===== config.mk =====
export PLATFORM = sky130hd
export DESIGN_NAME = wb_arbiter
export DESIGN_NICKNAME = d
export VERILOG_FILES = /design/src/rtl/core_pkg.sv /design/src/rtl/wb_arbiter_rr_pick2.sv /design/src/rtl/wb_arbiter.sv
export SDC_FILE = /design/constraint.sdc
export NUM_CORES = 1
export LEC_CHECK = 0
export ABC_AREA = 1
export BUFFER_PORTS_ARGS = -buffer_cell sky130_fd_sc_hd__buf_2
export CAP_MARGIN = 15
export CORE_MARGIN = 1
export CORE_UTILIZATION = 40
export DETAILED_ROUTE_END_ITERATION = 10
export GPL_ROUTABILITY_DRIVEN = 0
export GPL_TIMING_DRIVEN = 0
export SLEW_MARGIN = 25
export SYNTH_ARGS = -nofsm -noshare
export SYNTH_HDL_FRONTEND = slang
export SYNTH_SLANG_ARGS = --single-unit
export TNS_END_PERCENT = 100

===== constraint.sdc =====
create_clock -name i_clk -period 5.3 [get_ports i_clk]
set_input_delay 0.265 -clock i_clk [delete_from_list [all_inputs] [get_ports i_clk]]
set_output_delay 0.265 -clock i_clk [all_outputs]
set_load 0.05 [all_outputs]

===== src/rtl/core_pkg.sv =====
`default_nettype none
// ============================================================================
// core_pkg -- shared widths, requester indices and helpers for wb_arbiter
// Revision: 1.0
// ============================================================================
package core_pkg;

  localparam int WIDTH_PRD_DFLT  = 7;
  localparam int WIDTH_BRM_DFLT  = 3;
  localparam int WIDTH_DATA_DFLT = 32;
  localparam int NUM_REQ         = 4;

  localparam logic [1:0] REQ_MEM  = 2'd0;
  localparam logic [1:0] REQ_ALU0 = 2'd1;
  localparam logic [1:0] REQ_ALU1 = 2'd2;
  localparam logic [1:0] REQ_BR   = 2'd3;

  function automatic logic [1:0] onehot4_to_idx(input logic [3:0] oh);
    logic [1:0] idx;
    idx = 2'd0;
    for (int i = 0; i < 4; i++) begin
      if (oh[i]) idx = 2'(i);
    end
    return idx;
  endfunction

endpackage
`default_nettype wire


===== src/rtl/wb_arbiter_rr_pick2.sv =====
`default_nettype none
// ============================================================================
// rr_pick2 -- picks up to two requests in round-robin order starting at i_ptr
// Revision: 1.0
// ============================================================================
module rr_pick2 (
  input  logic [3:0] i_req,
  input  logic [1:0] i_ptr,
  output logic [3:0] o_gnt0,
  output logic [3:0] o_gnt1,
  output logic       o_vld0,
  output logic       o_vld1
);

  logic [1:0] idx;

  // Search wraps naturally through the 2-bit add.
  always_comb begin
    o_gnt0 = 4'b0000;
    o_gnt1 = 4'b0000;
    o_vld0 = 1'b0;
    o_vld1 = 1'b0;
    idx    = 2'd0;
    for (int i = 0; i < 4; i++) begin
      idx = i_ptr + 2'(i);
      if (i_req[idx]) begin
        if (!o_vld0) begin
          o_gnt0[idx] = 1'b1;
          o_vld0      = 1'b1;
        end else if (!o_vld1) begin
          o_gnt1[idx] = 1'b1;
          o_vld1      = 1'b1;
        end
      end
    end
  end

endmodule
`default_nettype wire


===== src/rtl/wb_arbiter.sv =====
`default_nettype none
// ============================================================================
// wb_arbiter -- 4-requester to 2-port regfile writeback arbiter with buffers.
// Optional branch-kill support: define WB_ARBITER_KILL_EN.   Revision: 1.0
// ============================================================================
module wb_arbiter
  import core_pkg::*;
#(
  parameter int WIDTH_PRD  = WIDTH_PRD_DFLT,
  parameter int WIDTH_BRM  = WIDTH_BRM_DFLT,
  parameter int WIDTH_DATA = WIDTH_DATA_DFLT
) (
  input  logic                    i_clk,
  input  logic                    i_rst_n,
  input  logic [3:0]              i_req_valid,
  input  logic [4*WIDTH_PRD-1:0]  i_req_prd,
  input  logic [4*WIDTH_DATA-1:0] i_req_data,
  input  logic [4*WIDTH_BRM-1:0]  i_req_brmask,
  output logic [3:0]              o_req_ready,
  input  logic [WIDTH_BRM:0]      i_kill,
  output logic [1:0]              o_we,
  output logic [2*WIDTH_PRD-1:0]  o_waddr,
  output logic [2*WIDTH_DATA-1:0] o_wdata,
  output logic [2*WIDTH_PRD-1:0]  o_wdest2x,
  output logic                    o_busy
);

  logic [3:0]            buf_valid_q, buf_valid_d;
  logic [WIDTH_PRD-1:0]  buf_prd_q  [4];
  logic [WIDTH_PRD-1:0]  buf_prd_d  [4];
  logic [WIDTH_DATA-1:0] buf_data_q [4];
  logic [WIDTH_DATA-1:0] buf_data_d [4];
  logic [1:0]            rr_ptr_q, rr_ptr_d;
  logic [1:0]            we_q, we_d;
  logic [2*WIDTH_PRD-1:0]  waddr_q, waddr_d;
  logic [2*WIDTH_DATA-1:0] wdata_q, wdata_d;
  logic [2*WIDTH_PRD-1:0]  wdest_q, wdest_d;

  logic [3:0] kill_hit, kill_new, eligible, grant, load;
  logic [3:0] pick_gnt0, pick_gnt1;
  logic       pick_vld0, pick_vld1, vld1;
  logic [1:0] idx0, idx1;

`ifdef WB_ARBITER_KILL_EN
  logic [WIDTH_BRM-1:0] buf_brm_q [4];
  logic [WIDTH_BRM-1:0] buf_brm_d [4];

  always_comb begin
    kill_hit = 4'b0000;
    kill_new = 4'b0000;
    for (int k = 0; k < 4; k++) begin
      kill_hit[k] = i_kill[WIDTH_BRM] & (|(buf_brm_q[k] & i_kill[WIDTH_BRM-1:0]));
      kill_new[k] = i_kill[WIDTH_BRM]
                  & (|(i_req_brmask[k*WIDTH_BRM +: WIDTH_BRM] & i_kill[WIDTH_BRM-1:0]));
    end
  end

  always_comb begin
    for (int k = 0; k < 4; k++) begin
      buf_brm_d[k] = load[k] ? i_req_brmask[k*WIDTH_BRM +: WIDTH_BRM] : buf_brm_q[k];
    end
  end

  always_ff @(posedge i_clk or negedge i_rst_n) begin
    if (!i_rst_n) begin
      for (int k = 0; k < 4; k++) buf_brm_q[k] <= '0;
    end else begin
      for (int k = 0; k < 4; k++) buf_brm_q[k] <= buf_brm_d[k];
    end
  end
`else
  // Branch masks only matter for kill; without it they are dropped at the port.
  logic unused_kill;
  assign unused_kill = (^i_kill) ^ (^i_req_brmask);
  assign kill_hit    = 4'b0000;
  assign kill_new    = 4'b0000;
`endif

  assign eligible = buf_valid_q & ~kill_hit;

  rr_pick2 u_pick (
    .i_req  (eligible),
    .i_ptr  (rr_ptr_q),
    .o_gnt0 (pick_gnt0),
    .o_gnt1 (pick_gnt1),
    .o_vld0 (pick_vld0),
    .o_vld1 (pick_vld1)
  );

  assign idx0 = onehot4_to_idx(pick_gnt0);
  assign idx1 = onehot4_to_idx(pick_gnt1);
  // Two writes to the same prd in one cycle would race in the regfile; keep the first.
  assign vld1  = pick_vld1 & (buf_prd_q[idx1] != buf_prd_q[idx0]);
  assign grant = pick_gnt0 | (vld1 ? pick_gnt1 : 4'b0000);

  assign o_req_ready = ~buf_valid_q | grant;
  assign o_busy      = |buf_valid_q;

  always_comb begin
    load = 4'b0000;
    for (int k = 0; k < 4; k++) begin
      load[k] = i_req_valid[k] & o_req_ready[k]
              & (|i_req_prd[k*WIDTH_PRD +: WIDTH_PRD]) & ~kill_new[k];
    end
  end

  always_comb begin
    buf_valid_d = (buf_valid_q & ~grant & ~kill_hit) | load;
    for (int k = 0; k < 4; k++) begin
      buf_prd_d[k]  = load[k] ? i_req_prd[k*WIDTH_PRD +: WIDTH_PRD]    : buf_prd_q[k];
      buf_data_d[k] = load[k] ? i_req_data[k*WIDTH_DATA +: WIDTH_DATA] : buf_data_q[k];
    end
  end

  always_comb begin
    we_d    = {vld1, pick_vld0};
    waddr_d = waddr_q;
    wdata_d = wdata_q;
    wdest_d = '0;
    if (pick_vld0) begin
      waddr_d[0 +: WIDTH_PRD]  = buf_prd_q[idx0];
      wdata_d[0 +: WIDTH_DATA] = buf_data_q[idx0];
      wdest_d[0 +: WIDTH_PRD]  = buf_prd_q[idx0];
    end
    if (vld1) begin
      waddr_d[WIDTH_PRD +: WIDTH_PRD]   = buf_prd_q[idx1];
      wdata_d[WIDTH_DATA +: WIDTH_DATA] = buf_data_q[idx1];
      wdest_d[WIDTH_PRD +: WIDTH_PRD]   = buf_prd_q[idx1];
    end
  end

  always_comb begin
    rr_ptr_d = rr_ptr_q;
    if (vld1)           rr_ptr_d = idx1 + 2'd1;
    else if (pick_vld0) rr_ptr_d = idx0 + 2'd1;
  end

  always_ff @(posedge i_clk or negedge i_rst_n) begin
    if (!i_rst_n) begin
      buf_valid_q <= 4'b0000;
      rr_ptr_q    <= 2'd0;
      we_q        <= 2'b00;
      waddr_q     <= '0;
      wdata_q     <= '0;
      wdest_q     <= '0;
      for (int k = 0; k < 4; k++) begin
        buf_prd_q[k]  <= '0;
        buf_data_q[k] <= '0;
      end
    end else begin
      buf_valid_q <= buf_valid_d;
      rr_ptr_q    <= rr_ptr_d;
      we_q        <= we_d;
      waddr_q     <= waddr_d;
      wdata_q     <= wdata_d;
      wdest_q     <= wdest_d;
      for (int k = 0; k < 4; k++) begin
        buf_prd_q[k]  <= buf_prd_d[k];
        buf_data_q[k] <= buf_data_d[k];
      end
    end
  end

  assign o_we      = we_q;
  assign o_waddr   = waddr_q;
  assign o_wdata   = wdata_q;
  assign o_wdest2x = wdest_q;

endmodule
`default_nettype wire


==> results of run 1 <==
final cells by class:
class,count,area share
clock inverters,9,0.00489
plain buffers,106,0.0321
well taps,442,0.0313
flip-flops and latches,256,0.363
multi-input cells,1245,0.333
clock buffers,46,0.0505
inverters,99,0.0215
repair buffers,414,0.164
what timing repair did:
| item | 4_1_cts | 5_1_grt |
|---|---|---|
| gates resized for setup | 0 | 0 |
| setup endpoints to repair | 0 | 0 |
| hold buffers | 152 | 0 |
| hold endpoints to repair | 225 | 0 |
routing by layer:
metal / vias up / GRT usage / part of all wire
li1: 6513 / - / -
met4: 0 / 0.164 / 0.060
met1: 6616 / 0.372 / 0.39
met5: - / 0 / 0
met2: 669 / 0.502 / 0.48
met3: 145 / 0.0414 / 0.070
per-stage QoR:
step           hold slack [ns]   util  setup slack [ns]
6_report                0.0101  0.542             0.374
4_1_cts                0.00333  0.542             0.414
5_1_grt                0.00609  0.542            0.0747
2_1_floorplan          -0.0306      -              1.96
3_5_place_dp             0.300  0.465              1.02
3_3_place_gp             0.459  0.463            -0.846
worst max-delay path, cell delays in order, from the launching register on:
cell     delay, ns
dfrtp_1       0.43
buf_6         0.17
inv_6         0.06
ha_1          0.35
inv_1         0.11
nand3_1       0.12
nand2_4       0.13
nor2_1        0.05
nand2_1       0.06
nand3_1       0.14
nor2_4        0.30
nand2_2       0.13
buf_4         0.21
a21oi_1       0.14
nand2_1       0.13
nand2_1       0.18
inv_1         0.06
nand3_1       0.06
nand2_1       0.09
inv_1         0.07
nor2_2        0.05
nand2_4       0.14
nand3_2       0.08
nand2_2       0.25
buf_2         0.27
buf_2         0.29
how the worst min path moves through the flow:
| stage | start | to | slack (ns) | cells after the start |
|---|---|---|---|---|
| 6_report | i_req_prd[16] | buf_prd_q[9] | 0.01 | 3 |
| 5_1_grt | i_req_prd[5] | buf_prd_q[26] | 0.006 | 3 |
| 4_1_cts | i_req_prd[16] | buf_prd_q[9] | 0.003 | 3 |
| 3_5_place_dp | i_rst_n | buf_prd_q[16] | 0.30 | 1 |
| 3_3_place_gp | buf_data_q[68] | buf_data_q[68] | 0.46 | 2 |
| 2_1_floorplan | i_rst_n | buf_data_q[0] | -0.03 | 0 |
kinds of logic (layout without fill, tap and decap cells):
logic type	count (synthesis)	count (layout)	synth area share
AND/OR/NAND/NOR	924	924	0.307
AO/OA/AOI/OAI	316	316	0.132
flip-flops	256	256	0.484
buffers and inverters	205	674	0.0714
adder cells (fa/ha/maj)	5	5	0.00473
flip-flops by register name, summed over array words and instances (netlist names):
| name | cells |
|---|---|
| buf_data_q | 128 |
| o_wdata | 64 |
| o_waddr | 14 |
| o_we | 2 |
| buf_valid_q | 4 |
| buf_prd_q | 28 |
| rr_ptr_q | 2 |
| o_wdest2x | 14 |
cell usage after synthesis, types with 6 or more instances:
library cell,n,area share
inv_2,15,0.0043
buf_2,23,0.0087
nor2_1,115,0.033
o22ai_1,19,0.0090
o21ai_1,14,0.0053
a31oi_1,28,0.013
buf_4,11,0.0062
nand2_1,533,0.15
nand3_2,11,0.0083
a21oi_1,77,0.029
o21ai_2,8,0.0053
inv_1,79,0.022
buf_6,13,0.011
nor2_2,6,0.0028
dfrtp_1,256,0.48
o21ai_0,147,0.056
clkbuf_1,54,0.015
nand2_4,18,0.015
a21boi_0,12,0.0068
nand3_1,203,0.077
nand2_2,23,0.011
layout by cell type (no fill, tap or decap), drive strengths merged:
cell         count
a21boi          12
a21oi           78
a31oi           28
buf            314
bufinv           1
clkbuf         100
clkinv           9
clkinvlp         2
dfrtp          256
dlygate4sd3    152
ha               5
inv             96
nand2          574
nand3          215
nand3b           1
nand4            2
nor2           123
nor3             4
nor3b            1
nor4             4
o2111ai          5
o211ai           3
o21ai          169
o21bai           1
o221ai           1
o22ai           19
==> reports/qor.yml, run 1 <==
clock_latency_ns: 0.57
max_freq_mhz: 203
tightest_slew_ns: 1.01
synth.distinct_cells: 39
cts_tree: "built"
fin_cells: 2617
criticalPathCategory: "register to output port"
skew_ns: 0.0226
reg2reg_from: "rr_ptr_q[0]"
synth_edf_count: 0
post-dp-hpwl_mm: 37.0
drt_wl_total_mm: 50.5
post-cts-setup-buffer-count: 0
final_nets: 2335
r2r-end: "o_wdata[10]"
grt_overflow: 0
start_util: 0.406
drcViolationCount: 0
maxSlewHeadroom: 0.327
slew_violations: 0
drive_gt1_frac: 0.204
avgRoutedWirePerCell_um: 19.3
crit_arrival_ns: 4.66
vias: 13943
antenna_left: 0
h-tree-depth: 1
cp_max_fo: 10
endpoint: "o_req_ready[2]"
grt_max_degree: 92
register_area_mm2: 0.00641
synthCells: 1706
core_mm2: 0.0325
r2r_cells: 18
setup_viol: 0
critPathLaunchType: "register"
synthFlopType: "dfrtp_1"
io_buffers: 260
n_antenna_cell: 0
synth-seq-cells: 256
finalCritPeriodShare: 0.929
synth_nets: 1889
num_rows: 66
stdcell_area_mm2: 0.0176
syn-cell-area_mm2: 0.0132
async_reset_ff_frac: 1.00
track_usage: 0.299
clock-sinks: 256
synth_seq_area_share: 0.484
period_minus_slack_ns: 4.93
fin_setup_tns_ns: 0
place_inst: 2410
cts_buffer_depth: 3
cp.required_ns: 5.04
multi_input_area_mm2: 0.00587
fillCellCount: 3160
cap_violations: 0
die_w_um: 184
yosys_warnings: 0
cts-root-buf: "clkbuf_16"
die_h_um: 184
crit_start: "rr_ptr_q[0]"
ios: 277
avgSynthCellArea_um2: 7.75
hold_viol: 0
antenna_found_initial: 0
hold_path.class: "primary input to register"
vias_per_cell: 5.33
area_growth_syn_to_layout_pct: 33.4
grt_pass1_vias: 13519
place_area_mm2: 0.0151
drtIter0Drc: 1344
drtPass1Iterations: 5
rsz0062_at_grt: "no"
endpoint_kind: "output port"
grt_pass1_wl_mm: 75.7
dieArea_mm2: 0.0338
numCtsBuffers: 30
path_clk_slew_ns: 0.06
r2r_setup_slack_ns: 1.06
status: "complete, no violations"
Power of run 1 is left out: the tool's default activity adds up to more than one toggle a clock period on the data nets, which glitch-free logic cannot reach.
==> run 2, diff against run 1 <==
--- a/config.mk
+++ b/config.mk
@@ -7,3 +7,2 @@
 export LEC_CHECK = 0
-export ABC_AREA = 1
 export BUFFER_PORTS_ARGS = -buffer_cell sky130_fd_sc_hd__buf_2
==> constraint.sdc (replaced) <==
create_clock -name i_clk -period 5.3 [get_ports i_clk]
set_input_delay 0.795 -clock i_clk [delete_from_list [all_inputs] [get_ports i_clk]]
set_output_delay 0.795 -clock i_clk [all_outputs]
set_load 0.05 [all_outputs]
==> reports/qor.yml, run 2 <==
drtPass1Iterations: 5
drive_gt1_frac: 0.388
vias: 11125
criticalPathCategory: "register to output port"
crit_chain: "buf_8 > buf_12 > clkinv_8 > ha_4 > mux4_2 > nand3b_1 > a32oi_4 > buf_4 > mux2_1 > and3_1 > a221oi_4 > xnor2_2 > a41oi_2 > buf_4 > a41oi_4 > or2_4 > buf_8"
vias_per_cell: 5.67
top_register: "buf_data_q"
ios: 277
area_growth_syn_to_layout_pct: 29.8
synthAdderAreaFrac: 0.00483
syn-cell-area_mm2: 0.0129
period_minus_slack_ns: 5.42
synth.mux.area_fraction: 0.197
cpMaxStageDelayCell: "dfrtp_2"
hold_path.class: "primary input to async pin"
setup_viol: 3
h-tree-depth: 1
avgSynthCellArea_um2: 10.9
synthCells: 1182
fin_setup_tns_ns: -0.251
path_clk_slew_ns: 0.06
synth_seq_area_share: 0.495
numCtsBuffers: 29
synthFlopType: "dfrtp_1"
clock_latency_ns: 0.58
largest_reg_flops: 128
antenna_left: 0
async_reset_ff_frac: 1.00
crit_buf_inv: 6
synth_compound_area_frac: 0.179
yosys-top-cells-area: "dfrtp_1 50%, mux2_2 11%, mux2i_1 5.9%"
critPathLaunchType: "register"
dieArea_mm2: 0.0331
r2r_cells: 21
slowest_delay_ns: 0.39
start_util: 0.408
synth-seq-cells: 256
final_nets: 1715
cts_hold_buf: 0
crit_family: "compound AO/OA/AOI/OAI gates"
synth_nets: 1365
rsz0062_at_grt: "yes"
maxSlewHeadroom: 0.409
yosys.area_share.simple: 0.0765
finalCritPeriodShare: 1.02
violations: "negative setup slack"
yosysTopAreaCellShare: 0.495
track_usage: 0.254
fin_cells: 1962
synthTopCellsByCount: "256 x dfrtp_1, 124 x mux2_2, 94 x nor2_1"
post-dp-hpwl_mm: 30.7
endpoint_kind: "output port"
grt_max_degree: 88
cts_tree: "built"
hold_viol: 0
cp_max_fo: 6
cts-root-buf: "clkbuf_16"
status: "finished with violations"
die_h_um: 182
tightest_slew_ns: 0.886
crit_arrival_ns: 4.63
num_rows: 65
max_freq_mhz: 184
grt_pass1_vias: 11086
io_buffers: 260
synth.distinct_cells: 72
synth_edf_count: 0
die_w_um: 182
skew_ns: 0.0169
final_cell_mix: "268 x buf_2, 255 x dfrtp_1, 124 x mux2_2, 92 x nor2_1, 87 x a21oi_1"
clock-sinks: 256
synthXorXnorAreaFrac: 0.00271
crit_cells: 17
core_mm2: 0.0317
cp.required_ns: 4.51
final_core_util: 0.530
grt_pass1_wl_mm: 64.2
synth_top_family_by_area: "multiplexers"
place_inst: 1847
drt_wl_total_mm: 42.8
setup_ws_ns: -0.123
yosys_warnings: 0
cts_buffer_depth: 3
slew_violations: 0
yosysTopAreaCell: "dfrtp_1"
grt_overflow: 0
layout_commonest_cell: "buf_2"
yosysMostFrequentCell: "dfrtp_1"
avgRoutedWirePerCell_um: 21.8
antenna_found_initial: 13
drtIter0Drc: 789
drcViolationCount: 0
cap_violations: 0
==> run 2: cell types whose count changed after synthesis, sizes merged, moves of 23 or more <==
cell,before,now
nor2,123,94
a31oi,28,5
nand2,574,55
inv,96,26
mux2i,0,77
o21ai,169,114
nand3,215,14
mux2,0,147
a211oi,0,68
==> run 2: through the flow <==
| step | hold slack, ns | worst slack (ns) | cell area [um^2] |
|---|---|---|---|
| after detailed placement | 0.465 | -1.12 | 14800 |
| after floorplan | 0.480 | 0.251 | 12900 |
| final | 0.0950 | -0.123 | 16800 |
| after global routing | 0.111 | -0.182 | 16800 |
| after global placement | 0.460 | -1.35 | 14700 |
| after CTS | 0.0857 | -0.129 | 16400 |
==> run 2: final timing paths <==
check / slack (ns) / startpoint / endpoint
setup / recovery: -0.12 / rr_ptr_q[0] / o_req_ready[1]
hold / removal: 0.09 / i_rst_n / buf_data_q[8]
setup reg to reg: 0.15 / rr_ptr_q[0] / buf_data_q[94]
hold reg to reg: 0.48 / o_waddr[7] / o_waddr[7]
max in group asynchronous: 4.08 / i_rst_n / buf_prd_q[22]
min in group i_clk: 0.43 / i_req_data[60] / buf_data_q[92]
==> run 2: layout make-up <==
class	count	area [um^2]
fillers	2908	14900
flip-flops and latches	256	6410
multi-input cells	807	6330
repair buffers	321	1880
clock buffers	38	810
plain buffers	91	522
well taps	402	503
clock inverters	13	218
inverters	26	114
diodes	8	20.0
==> run 2: worst reg2reg max path: stages (launching register included) <==
cell      delay, ns
dfrtp_2        0.39
buf_8          0.11
buf_12         0.11
clkinv_8       0.05
ha_4           0.27
mux4_2         0.35
nand3b_1       0.23
a32oi_4        0.36
buf_4          0.19
mux2_1         0.33
and3_1         0.23
a221oi_4       0.25
xnor2_2        0.13
a41oi_2        0.28
buf_4          0.18
a41oi_4        0.14
buf_4          0.19
buf_4          0.12
o21bai_2       0.33
buf_6          0.26
buf_6          0.19
mux2_1         0.34
==> run 2: layer usage <==
metal	wire, um	global-route usage	up-vias
met2	20800	0.426	448
met1	17300	0.322	5508
met5	65	0	-
li1	-	-	5042
met4	1750	0.103	10
met3	2950	0.0515	117
==> run 2: cells by family after synthesis <==
family | after synthesis
XOR/XNOR | 4
buffers and inverters | 120
AO/OA/AOI/OAI | 355
adder cells (fa/ha/maj) | 5
flip-flops | 256
AND/OR/NAND/NOR | 214
multiplexers | 228
==> run 2: timing repair <==
item / 4_1_cts / 5_1_grt
cloned: 2 / 0
endpoints found under the setup margin: 210 / 4
buffers inserted: 28 / 31
gates resized for setup: 60 / 37
pin swaps: 14 / 20
Power of run 2 is left out for the same reason.
==> run 3, diff against run 2 <==
- CTS_CLUSTER_DIAMETER: not set -> 50
- clock period: 5.3 -> 6.84 ns (I/O delays scaled with it)
==> reports/qor.yml, run 3 (synthesis results as in run 2) <==
start_util: 0.408
period_minus_slack_ns: 6.57
io_buffers: 260
grt_max_degree: 87
skew_ns: 0.0233
drtPass1Iterations: 5
post-dp-hpwl_mm: 30.8
drt_wl_total_mm: 41.4
hold_viol: 0
slew_violations: 0
criticalPathCategory: "register to output port"
area_growth_syn_to_layout_pct: 24.9
core_mm2: 0.0317
drtIter0Drc: 696
endpoint_kind: "output port"
cp.required_ns: 5.81
maxSlewHeadroom: 0.375
tightest_slew_ns: 0.938
setup_viol: 0
grt_pass1_wl_mm: 62.3
ios: 277
drive_gt1_frac: 0.346
num_rows: 65
critPathLaunchType: "register"
clock-sinks: 256
h-tree-depth: 2
top_register: "buf_data_q"
final_nets: 1666
avgRoutedWirePerCell_um: 21.5
grt_overflow: 0
clock_latency_ns: 0.53
dieArea_mm2: 0.0331
layout_commonest_cell: "buf_2"
cts_tree: "built"
path_clk_slew_ns: 0.06
die_h_um: 182
cts_hold_buf: 0
status: "complete, no violations"
drcViolationCount: 0
cp_max_fo: 15
fin_hold_ws_ns: 0.371
finalCritPeriodShare: 0.960
hold_path.class: "primary input to async pin"
numCtsBuffers: 37
crit_arrival_ns: 5.54
fillCellCount: 2976
final_cell_mix: "276 x buf_2, 256 x dfrtp_1, 124 x mux2_2, 94 x nor2_1, 89 x a21oi_1"
antenna_left: 0
cts-root-buf: "clkbuf_16"
cap_violations: 0
max_freq_mhz: 152
cts_buffer_depth: 3
track_usage: 0.249
grt_pass1_vias: 10737
vias_per_cell: 5.58
vias: 10721
antenna_found_initial: 16
post-cts-setup-buffer-count: 0
die_w_um: 182
rsz0062_at_grt: "no"
largest_reg_flops: 128
## run 3: worst paths after layout
path	slack, ns	end	startpoint	cells past startpoint
worst min register to register	0.47	o_waddr[8]	o_waddr[8]	1
worst max-delay path	0.27	o_req_ready[2]	rr_ptr_q[0]	16
min in group i_clk	0.47	o_waddr[8]	o_waddr[8]	1
worst max register to register	1.11	buf_data_q[94]	rr_ptr_q[0]	17
worst min-delay path	0.37	buf_data_q[38]	i_rst_n	1
max in group asynchronous	5.35	buf_prd_q[17]	i_rst_n	3
## run 3: layout make-up
class | count | area (um^2) | area share
Antenna cell | 9 | 22.5 | 0.00139
Buffer | 93 | 478 | 0.0296
Clock buffer | 47 | 1050 | 0.0647
Clock inverter | 19 | 234 | 0.0145
Inverter | 26 | 97.6 | 0.00604
Multi-Input combinational cell | 806 | 5980 | 0.370
Sequential cell | 256 | 6410 | 0.396
Tap cell | 402 | 503 | 0.0311
Timing Repair Buffer | 263 | 1390 | 0.0863
## run 3: per-stage QoR
| step | instance area (um^2) | setup slack (ns) | setup TNS (ns) | util | std cells |
|---|---|---|---|---|---|
| global placement | 14700 | -0.0357 | -2.83 | 0.465 | 1844 |
| detailed placement | 14800 | 0.127 | 0 | 0.468 | 1847 |
| floorplan | 12900 | 1.26 | 0 | - | 1182 |
| finish | 16200 | 0.272 | 0 | 0.509 | 1921 |
| global route | 16200 | 0.00645 | 0 | 0.509 | 1919 |
| CTS | 16100 | 0.0407 | 0 | 0.508 | 1912 |
## run 3: worst max-delay path, cell delays in order, from the launching register on
cell	delay (ns)
dfrtp_1	0.45
buf_6	0.19
buf_2	0.23
inv_1	0.11
ha_1	0.35
clkbuf_2	0.27
mux2i_4	0.44
o211ai_1	0.25
a31oi_4	0.51
nor2_1	0.20
a221oi_2	0.43
nor3_1	0.16
nor4b_4	0.44
and4_1	0.26
buf_2	0.31
o21bai_1	0.13
buf_2	0.27
## run 3: repair_timing
action	4_1_cts	5_1_grt
setup endpoints to repair	3	4
endpoints found under the hold margin	0	0
gates resized for setup	1	5
## run 3: per-layer routing
metal / global-route usage / vias to the layer above / wire, um
li1: - / 4938 / -
met1: 0.315 / 5259 / 17200
met2: 0.407 / 414 / 19800
met3: 0.0628 / 96 / 2950
met4: 0.100 / 14 / 1440
met5: 0 / - / 78
Power of run 3 is left out for the same reason.
